File: src/rtl/fwrisc_mds_pkg.sv
`default_nettype none
// ============================================================================
// Module  : fwrisc_mds_pkg
// Purpose : Shared definitions for the mul/div/shift unit and its arbiter:
//           opcode encodings, the opcode count that bounds legal ops, and the
//           arbiter state type.
// Ports   : none (package)
// Revision: 1.0  initial release
// ============================================================================
package fwrisc_mds_pkg;

    // Opcodes understood by fwrisc_mul_div_shift. Anything >= OP_NUM_MDS
    // is illegal and must never reach the unit.
    localparam logic [3:0] OP_SLL     = 4'd0;
    localparam logic [3:0] OP_SRL     = 4'd1;
    localparam logic [3:0] OP_SRA     = 4'd2;
    localparam logic [3:0] OP_MUL     = 4'd3;
    localparam logic [3:0] OP_MULH    = 4'd4;
    localparam logic [3:0] OP_MULS    = 4'd5;
    localparam logic [3:0] OP_MULSU   = 4'd6;
    localparam logic [3:0] OP_DIV     = 4'd7;
    localparam logic [3:0] OP_REM     = 4'd8;
    localparam logic [3:0] OP_NUM_MDS = 4'd9;

    typedef enum logic [2:0] {
        ST_IDLE  = 3'd0,
        ST_ISSUE = 3'd1,
        ST_WAIT  = 3'd2,
        ST_RESP  = 3'd3,
        ST_DRAIN = 3'd4
    } mds_arb_state_t;

    function automatic logic mds_op_legal(input logic [3:0] op);
        return (op < OP_NUM_MDS);
    endfunction

endpackage
`default_nettype wire

File: src/rtl/fwrisc_rr_arbiter.sv
`default_nettype none
// ============================================================================
// Module  : fwrisc_rr_arbiter
// Purpose : Combinational round-robin picker. Searches the request vector
//           starting one past the previous winner and wrapping modulo N.
// Ports   : req         - request vector
//           last_grant  - index of the previous winner
//           grant       - one-hot winner (all zero when no request)
//           grant_idx   - binary index of the winner
//           grant_valid - at least one request present
// Revision: 1.0  initial release
// ============================================================================
module fwrisc_rr_arbiter #(
    parameter int N  = 2,
    parameter int IW = (N > 1) ? $clog2(N) : 1
) (
    input  logic [N-1:0]  req,
    input  logic [IW-1:0] last_grant,
    output logic [N-1:0]  grant,
    output logic [IW-1:0] grant_idx,
    output logic          grant_valid
);

    logic [IW-1:0] w_cand;

    // Walk the N candidates in priority order; the first requester found
    // wins. The modulo handles non-power-of-two N.
    always_comb begin
        grant       = '0;
        grant_idx   = '0;
        grant_valid = 1'b0;
        w_cand      = '0;
        for (int k = 1; k <= N; k++) begin
            w_cand = IW'((int'(last_grant) + k) % N);
            if (!grant_valid && req[w_cand]) begin
                grant_valid   = 1'b1;
                grant[w_cand] = 1'b1;
                grant_idx     = w_cand;
            end
        end
    end

endmodule
`default_nettype wire

File: src/rtl/fwrisc_mds_arbiter.sv
`default_nettype none
// ============================================================================
// Module  : fwrisc_mds_arbiter
// Purpose : Shares one multi-cycle mul/div/shift unit between N_REQ
//           requesters. Round-robin valid/ready accept, single-cycle issue
//           pulse, completion wait with watchdog, tagged response with
//           backpressure, and a drain phase after a lost completion.
// Ports   : clock, reset           - clock, synchronous active-high reset
//           req_valid/ready        - per-requester request handshake
//           req_a/req_b/req_op     - packed per-requester operands/opcode
//           rsp_valid/ready        - per-requester response handshake
//           rsp_data/rsp_err       - shared response payload
//           mds_in_a/b, mds_op,
//           mds_in_valid           - to the unit
//           mds_out, mds_out_valid - from the unit
// Revision: 1.0  initial release
// ============================================================================
module fwrisc_mds_arbiter
    import fwrisc_mds_pkg::*;
#(
    parameter int N_REQ   = 2,
    parameter int TIMEOUT = 40
) (
    input  logic                 clock,
    input  logic                 reset,
    input  logic [N_REQ-1:0]     req_valid,
    output logic [N_REQ-1:0]     req_ready,
    input  logic [N_REQ*32-1:0]  req_a,
    input  logic [N_REQ*32-1:0]  req_b,
    input  logic [N_REQ*4-1:0]   req_op,
    output logic [N_REQ-1:0]     rsp_valid,
    input  logic [N_REQ-1:0]     rsp_ready,
    output logic [31:0]          rsp_data,
    output logic                 rsp_err,
    output logic [31:0]          mds_in_a,
    output logic [31:0]          mds_in_b,
    output logic [3:0]           mds_op,
    output logic                 mds_in_valid,
    input  logic [31:0]          mds_out,
    input  logic                 mds_out_valid
);

    localparam int IW  = (N_REQ > 1) ? $clog2(N_REQ) : 1;
    localparam int WDW = $clog2(TIMEOUT + 1);

    mds_arb_state_t r_state;
    mds_arb_state_t w_state_nxt;

    logic [IW-1:0]  r_last_grant;
    logic [IW-1:0]  r_owner;
    logic [31:0]    r_a;
    logic [31:0]    r_b;
    logic [3:0]     r_op;
    logic [31:0]    r_rsp_data;
    logic           r_rsp_err;
    logic           r_drain_pend;
    logic [WDW-1:0] r_wdog;

    logic [N_REQ-1:0] w_grant;
    logic [IW-1:0]    w_grant_idx;
    logic             w_grant_valid;
    logic [31:0]      w_sel_a;
    logic [31:0]      w_sel_b;
    logic [3:0]       w_sel_op;
    logic             w_op_legal;
    logic             w_rsp_hs;
    logic             w_wdog_exp;

    fwrisc_rr_arbiter #(
        .N  (N_REQ),
        .IW (IW)
    ) u_rr (
        .req         (req_valid),
        .last_grant  (r_last_grant),
        .grant       (w_grant),
        .grant_idx   (w_grant_idx),
        .grant_valid (w_grant_valid)
    );

    // Payload of the winning requester.
    always_comb begin
        w_sel_a  = '0;
        w_sel_b  = '0;
        w_sel_op = '0;
        for (int i = 0; i < N_REQ; i++) begin
            if (w_grant_idx == IW'(i)) begin
                w_sel_a  = req_a[i*32 +: 32];
                w_sel_b  = req_b[i*32 +: 32];
                w_sel_op = req_op[i*4 +: 4];
            end
        end
    end

    assign w_op_legal = mds_op_legal(w_sel_op);
    // Only the owner's rsp_ready matters; the others are ignored.
    assign w_rsp_hs   = (r_state == ST_RESP) && rsp_ready[r_owner];
    assign w_wdog_exp = (r_wdog == WDW'(TIMEOUT));

    always_comb begin
        w_state_nxt = r_state;
        case (r_state)
            ST_IDLE:  if (w_grant_valid) w_state_nxt = w_op_legal ? ST_ISSUE : ST_RESP;
            ST_ISSUE: w_state_nxt = ST_WAIT;
            ST_WAIT:  if (mds_out_valid || w_wdog_exp) w_state_nxt = ST_RESP;
            ST_RESP:  if (w_rsp_hs) w_state_nxt = r_drain_pend ? ST_DRAIN : ST_IDLE;
            ST_DRAIN: if (mds_out_valid) w_state_nxt = ST_IDLE;
            default:  w_state_nxt = ST_IDLE;
        endcase
    end

    always_ff @(posedge clock) begin
        if (reset) begin
            r_state      <= ST_IDLE;
            r_last_grant <= IW'(N_REQ - 1);
            r_owner      <= '0;
            r_a          <= '0;
            r_b          <= '0;
            r_op         <= '0;
            r_rsp_data   <= '0;
            r_rsp_err    <= 1'b0;
            r_drain_pend <= 1'b0;
            r_wdog       <= '0;
        end else begin
            r_state <= w_state_nxt;
            case (r_state)
                ST_IDLE: begin
                    if (w_grant_valid) begin
                        r_last_grant <= w_grant_idx;
                        r_owner      <= w_grant_idx;
                        r_drain_pend <= 1'b0;
                        if (w_op_legal) begin
                            r_a  <= w_sel_a;
                            r_b  <= w_sel_b;
                            r_op <= w_sel_op;
                        end else begin
                            // Rejected without touching the unit inputs.
                            r_rsp_data <= '0;
                            r_rsp_err  <= 1'b1;
                        end
                    end
                end
                ST_ISSUE: r_wdog <= '0;
                ST_WAIT: begin
                    if (mds_out_valid) begin
                        r_rsp_data <= mds_out;
                        r_rsp_err  <= 1'b0;
                    end else if (w_wdog_exp) begin
                        // The unit may still complete later; drain it before
                        // another in_valid can be issued.
                        r_rsp_data   <= '0;
                        r_rsp_err    <= 1'b1;
                        r_drain_pend <= 1'b1;
                    end else begin
                        r_wdog <= r_wdog + WDW'(1);
                    end
                end
                default: ;
            endcase
        end
    end

    always_comb begin
        req_ready = '0;
        if (r_state == ST_IDLE) req_ready = w_grant;
    end

    always_comb begin
        rsp_valid = '0;
        if (r_state == ST_RESP) begin
            for (int i = 0; i < N_REQ; i++) begin
                if (r_owner == IW'(i)) rsp_valid[i] = 1'b1;
            end
        end
    end

    assign rsp_data     = r_rsp_data;
    assign rsp_err      = r_rsp_err;
    // Operands/op stay on the captured values for the whole operation; the
    // unit samples op live while dividing.
    assign mds_in_a     = r_a;
    assign mds_in_b     = r_b;
    assign mds_op       = r_op;
    assign mds_in_valid = (r_state == ST_ISSUE);

endmodule
`default_nettype wire

File: config.mk
export PLATFORM = sky130hd
export DESIGN_NAME = fwrisc_mds_arbiter
export DESIGN_NICKNAME = d
export VERILOG_FILES = /design/src/rtl/fwrisc_mds_pkg.sv /design/src/rtl/fwrisc_rr_arbiter.sv /design/src/rtl/fwrisc_mds_arbiter.sv
export SDC_FILE = /design/constraint.sdc
export NUM_CORES = 1
export LEC_CHECK = 0
export ABC_AREA = 1
export CAP_MARGIN = 0
export CORE_ASPECT_RATIO = 0.6
export CORE_MARGIN = 2
export CORE_UTILIZATION = 37
export CTS_CLUSTER_DIAMETER = 40
export CTS_CLUSTER_SIZE = 14
export DETAILED_ROUTE_END_ITERATION = 10
export PLACE_DENSITY_LB_ADDON = 0.08
export SYNTH_ARGS = -nofsm -noshare
export SYNTH_HDL_FRONTEND = slang
export SYNTH_HIERARCHICAL = 1
export SYNTH_SLANG_ARGS = --single-unit
File: constraint.sdc
create_clock -name clock -period 1.6 [get_ports clock]
set_clock_uncertainty 0.15 [all_clocks]
set_input_delay 0.32 -clock clock [delete_from_list [all_inputs] [get_ports clock]]
set_output_delay 0.32 -clock clock [all_outputs]
set_load 0.03 [all_outputs]
# --- Yosys cells after proc, flatten, opt, wreduce, memory -nomap -nowiden ---
# Cells that the tools add are included.
word_totals:
  in_bits: 175
  ff_bits: 113
classes:
  n_reduce_logical: 15
  order_cmp: 6
  addsub: 3
  bitwise: 1
  eq_ne: 14
  n_mux: 46
ops:
  columns: ["operator", "n"]
  rows:
  - ["$mux 32", 6]
  - ["$pmux 32 s2", 1]
  - ["$mux 1", 20]
  - ["$mux 3", 5]
  - ["$pmux 3 s5", 1]
  - ["$ne 2x2->1 const B", 7]
  - ["$mux 6", 2]
  - ["$pmux 6 s2", 1]
  - ["$reduce_and 4->1", 3]
  - ["$mux 2", 5]
  - ["$add 6x1->6 const B", 1]
  - ["$eq 3x2->1 const B", 2]
  - ["$eq 6x6->1 const B", 1]
  - ["$lt 1x2->1 const B", 3]
  - ["$reduce_and 3->1", 2]
  - ["$logic_and 1x1->1", 4]
  - ["$lt 4x4->1 const B", 1]
  - ["$mux 4", 1]
  - ["$pmux 1 s2", 2]
  - ["$reduce_bool 2->1", 2]
  - ["$eq 3x1->1 const B", 1]
  - ["$eq 3x3->1 const B", 1]
  - ["$logic_not 3->1", 1]
  - ["$ne 3x3->1 const B", 1]
  - ["other kinds (8)", 11]

# --- Logic depth before layout (Yosys ltp) ---
depth:
  depth_word: 12
  depth_mapped: 14
  mapped_depth_nobuf: 12

# --- Modules after synthesis ---
# Netlist, hierarchy kept.
modules_own_cells:
  columns: ["mod", "cells_each", "instances", "area_per_inst_um2"]
  rows:
  - ["fwrisc_mds_arbiter", 871, 1, 5581.6]
  - ["fwrisc_rr_arbiter", 7, 1, 30.0]

# --- Least setup slack after synthesis ---
# No wires, ideal clock.
synth_path:
  path_kind: "reg2reg"
  startpoint: "register r_state[1]"
  endpoint: "register r_wdog[3]"
  stages_incl_launch_ff: 7
  period_less_slack_ps: 1947
  t_required_ps: 1337
  slack_ps: -347
  path_buffers: 0
  t_arrival_ps: 1684
  path_cell_list: "dfxtp_1 > nor3_1 > nor2_2 > clkinv_2 > nand2_1 > nor2_1 > nor2_1"
synth_between:
  elab_chain_cells: 3
synth_rtl:
  columns: ["item", "line", "source"]
  rows:
  - ["start: declaration", "fwrisc_mds_arbiter.sv:46", "mds_arb_state_t r_state;"]
  - ["start signal: assignment", "fwrisc_mds_arbiter.sv:124", "r_state <= w_state_nxt;"]
  - ["$eq 3x1->1 (*)", null, null]
  - ["net mds_in_valid", "fwrisc_mds_arbiter.sv:38", "output logic mds_in_valid,"]
  - ["$reduce_bool 2->1 (no line)", null, null]
  - ["$reduce_and 3->1 (no line)", null, null]
  - ["end signal: assignment", "fwrisc_mds_arbiter.sv:154", "r_wdog <= r_wdog + WDW'(1);"]
  - ["end: declaration", "fwrisc_mds_arbiter.sv:57", "logic [WDW-1:0] r_wdog;"]
# Mark *: on every way through the listed nets, which the timed path passes. The rest lies on a longest branch.
# A chain may end at the register's enable or synchronous reset.

# --- Worst setup path after layout ---
layout_path:
  startpoint: "register r_last_grant"
  endpoint: "register r_a[13], in the netlist mds_in_a[13]"
layout_between:
  elab_chain_cells: 10
layout_rtl:
  columns: ["item", "line", "source"]
  rows:
  - ["start: declaration", "fwrisc_mds_arbiter.sv:49", "logic [IW-1:0] r_last_grant;"]
  - ["start signal: assignment", "fwrisc_mds_arbiter.sv:114", "r_last_grant <= IW'(N_REQ - 1);"]
  - ["start signal: assignment", "fwrisc_mds_arbiter.sv:128", "r_last_grant <= w_grant_idx;"]
  - ["$add 1x1->1", "fwrisc_rr_arbiter.sv:34", "w_cand = IW'((int'(last_grant) + k) % N);"]
  - ["$mux 1 (implied by the code) (2 in a row)", "fwrisc_rr_arbiter.sv:35", "if (!grant_valid && req[w_cand]) begin"]
  - ["$mux 1", "fwrisc_rr_arbiter.sv:35", null]
  - ["$logic_not 1->1", "fwrisc_rr_arbiter.sv:35", null]
  - ["$logic_and 1x1->1", "fwrisc_rr_arbiter.sv:35", null]
  - ["$mux 1 (*)", "fwrisc_rr_arbiter.sv:35", null]
  - ["net w_grant_idx", "fwrisc_mds_arbiter.sv:60", "logic [IW-1:0] w_grant_idx;"]
  - ["$mux 4", "fwrisc_mds_arbiter.sv:86", "if (w_grant_idx == IW'(i)) begin"]
  - ["$lt 4x4->1", "fwrisc_mds_pkg.sv:34", "return (op < OP_NUM_MDS);"]
  - ["$reduce_and 3->1 (no line)", null, null]
  - ["end signal: assignment", "fwrisc_mds_arbiter.sv:132", "r_a <= w_sel_a;"]
  - ["end: declaration", "fwrisc_mds_arbiter.sv:51", "logic [31:0] r_a;"]
# Mark *: on every way through the listed nets, which the timed path passes. The rest lies on a longest branch. The select of a mux whose other input is x is not followed.

==> results.toml <==
[status]
outcome = "finished with violations"
violations = "setup timing"

[power]
total_power_mw = 20.36
power.leakage_nw = 4.641
power_density_nw_per_um2 = 1937
ir_drop_mv = 1.092

[timing]
finalCritPeriodShare = 1.157
fin_ws_ps = -250.5
finalSetupViolCount = 107
worst_slew_pin_slew_ps = 399.2
period_minus_slack_ps = 1850
drv_slew = 0
fmax_mhz = 540.4
relSlewSlack = 0.7339
grt_setup_unrepaired = "yes"
whs_ps = 309.0
finalHoldViolations = 0

[final_layout]
drive_above_1_share = 0.2887
post-route-util = 0.7180
diodes = 0
nets = 1380
syn2layout_area_growth_pct = 87.25
fill_cells = 1209
finalInstanceArea_sq_um = 10510

[critical_path]
critical-path-slowest-cell = "dfxtp_2"
cp.arrival_ps = 2010
worstSetupStartpoint = "r_last_grant"
r2r_end = "mds_in_a[13]"
critical_path_peak_fanout = 9
ff2ff_path_depth = 13
worstPathCellList = "a21oi_4 > buf_12 > inv_8 > nand2_4 > nand2_4 > nand3_4 > nand2_4 > nand2_8 > inv_8 > buf_6 > buf_12 > nor2_2 > nor2_1"
worst_setup_path_start_kind = "flop"
cp-end-kind = "flop"
crit_type = "reg -> reg"
cpMostUsedCell = "nand2_4"
reg2reg_slack_ps = -250
timing.rr.start = "r_last_grant"
slowest_delay_ps = 340
required_ps = 1760

[routing]
wl_met3_microns = 1594
drt_iter0_markers = 322
ant_nets = 0
route.met2.wl_microns = 9487
vias_per_cell = 4.667
routed_wl_microns = 20760
routedLengthMet1_microns = 9277
vias = 6599
dr.pass1.iters = 5
top_layer_used = "met4"
drc = 0
wl_per_cell_microns = 14.68

[logic_synthesis]
synth_most_common_cell = "nand2_1"
synth-seq-area-share = 0.4031
syn-num-nets = 1055
synth.avg_cell_area_sq_um = 6.391
synthTopCellsByArea = "dfxtp_1 (40%), nand2_1 (20%), nor2_1 (13%)"
ys_types = 30
synth_commonest_cells = "nand2_1 (301), nor2_1 (193), dfxtp_1 (113)"
synth_largest_area_cell = "dfxtp_1"
yosys_register_bits = 113
netlist_area_sq_um = 5612
yosys_warnings = 6
synth_edf_count = 0
synth-main-ff-cell = "dfxtp_1"
synth_top_area_frac = 0.4031
netlist_instances = 878
async_flop_share = 0

[clock_tree]
htree_levels = 4
clock_sinks = 113
cts-root-buf = "clkbuf_16"
hold_buffers = 0
clk_pin_slew_ps = 60
cts_buffers = 17
cts_tree = "yes"
clockBufferDepth = 2
clk_latency_ps = 420

[floorplanning]
ioPinCount = 281
core_sq_um = 14630
floorplan.rows = 34
die_h_microns = 99.40
start_util = 0.3835
die_w_microns = 163.0
die_area_sq_um = 16200

[min_path]
holdPathEnd = "rsp_err"
hold_depth = 2
min_from = "rsp_err"
hold_class = "reg -> reg"

[global_routing]
antenna_found_initial = 0
track_usage = 0.2366
grt_pass1_wl_microns = 30120
grt_pass1_vias = 6050
grt_max_degree = 59
grt_overflow = 0

[flow_run]
cap_violations = 0

[place]
place.gp.congestion = 0.8178
post_dp_cell_area_sq_um = 8965
place_ws_ps = -803.9
dpl.hpwl_microns = 13320
portBuffers = 280
[kinds of logic (layout without fill, tap and decap cells)]
family                     after synthesis  after routing  synth area share
AOI/OAI and AO/OA                      111            111           0.09989
xor gates and xnor gates                 1              1          0.001561
adders and majority gates                2              2          0.004459
buffers and inverters                  100            437           0.09364
DFF                                    113            113            0.4031
and+or+nand+nor                        551            552            0.3973
[what timing repair did]
item                                    CTS  global route
gates resized for setup                 310           156
buffers inserted                          9             9
gates cloned                              2             9
endpoints found under the setup margin  199           136
pin swaps                                 7            17
[layout by cell type (no fill, tap or decap), types with 3 or more instances in the layout]
master,netlist,layout
nand2_1,301,283
nand2_2,5,11
o21ai_1,18,48
a21oi_1,39,26
buf_4,3,50
o21ai_2,0,10
nor2_2,1,25
a21oi_2,0,12
nand3_4,0,6
clkdlybuf4s50_1,0,172
buf_12,0,20
dfxtp_1,113,108
buf_6,14,18
bufinv_16,0,3
clkbuf_16,0,22
nand2_4,2,12
nor2_1,193,160
dfxtp_2,0,5
nand3_1,37,14
inv_2,5,6
clkdlybuf4s15_2,0,69
o21ai_0,51,11
buf_2,24,3
buf_16,0,3
clkinvlp_4,0,3
clkbuf_2,0,16
nand2_8,0,3
inv_4,1,4
nand3_2,1,18
nor2_4,5,14
inv_1,37,32
[metrics by stage]
step | instances | TNS (ps)
6_report | 1414 | -19800
5_1_grt | 1414 | -26440
4_1_cts | 1396 | -21590
3_5_place_dp | 1353 | -81340
3_3_place_gp | 1353 | -80350
2_1_floorplan | 878 | -681.4
[cell type report]
type,instances,area (sq um),share of cell area
timing repair buffer,361,3831,0.3646
multi-input combinational,666,3366,0.3203
sequential,113,2268,0.2159
clock buffer,20,446.7,0.04251
tap,198,247.7,0.02358
inverter,44,190.2,0.01810
clock inverter,12,157.7,0.01500
[power breakdown]
| group | switching (mW) | total (mW) | leakage, nW | internal, mW |
|---|---|---|---|---|
| Clock | 1.43 | 3.92 | 0.287 | 2.50 |
| Combinational | 6.78 | 11.8 | 3.42 | 5.03 |
| Sequential | 0.687 | 4.62 | 0.931 | 3.93 |
[flip-flops by register name, indices dropped and copies added (netlist names)]
register / count
mds_in_a: 32
r_state: 3
r_last_grant: 1
rsp_err: 1
r_drain_pend: 1
mds_in_b: 32
rsp_data: 32
r_wdog: 6
r_owner: 1
mds_op: 4
[layer usage]
metal	up-vias	track usage
met5	-	0
met4	0	0.09258
met3	29	0.07798
met2	194	0.3827
met1	2991	0.2938
li1	3385	-
[worst max-delay path by stage]
stage	to	slack, ps	depth (start not counted)
CTS	mds_in_b[4]	-250	6
detailed placement	rsp_data[5]	-800	13
finish	mds_in_a[13]	-250	13
global route	req_ready[0]	-340	6
global placement	mds_in_a[30]	-800	11
floorplan	mds_in_a[24]	-30	13
[critical path, delay by kind of cell (launching register included)]
family,cells,cell delay (ps)
flip-flops,1,340
AND/OR/NAND/NOR,7,560
buffers and inverters,5,550
AO/OA/AOI/OAI,1,140
No activity file was read; power rests on OpenSTA's default activity.
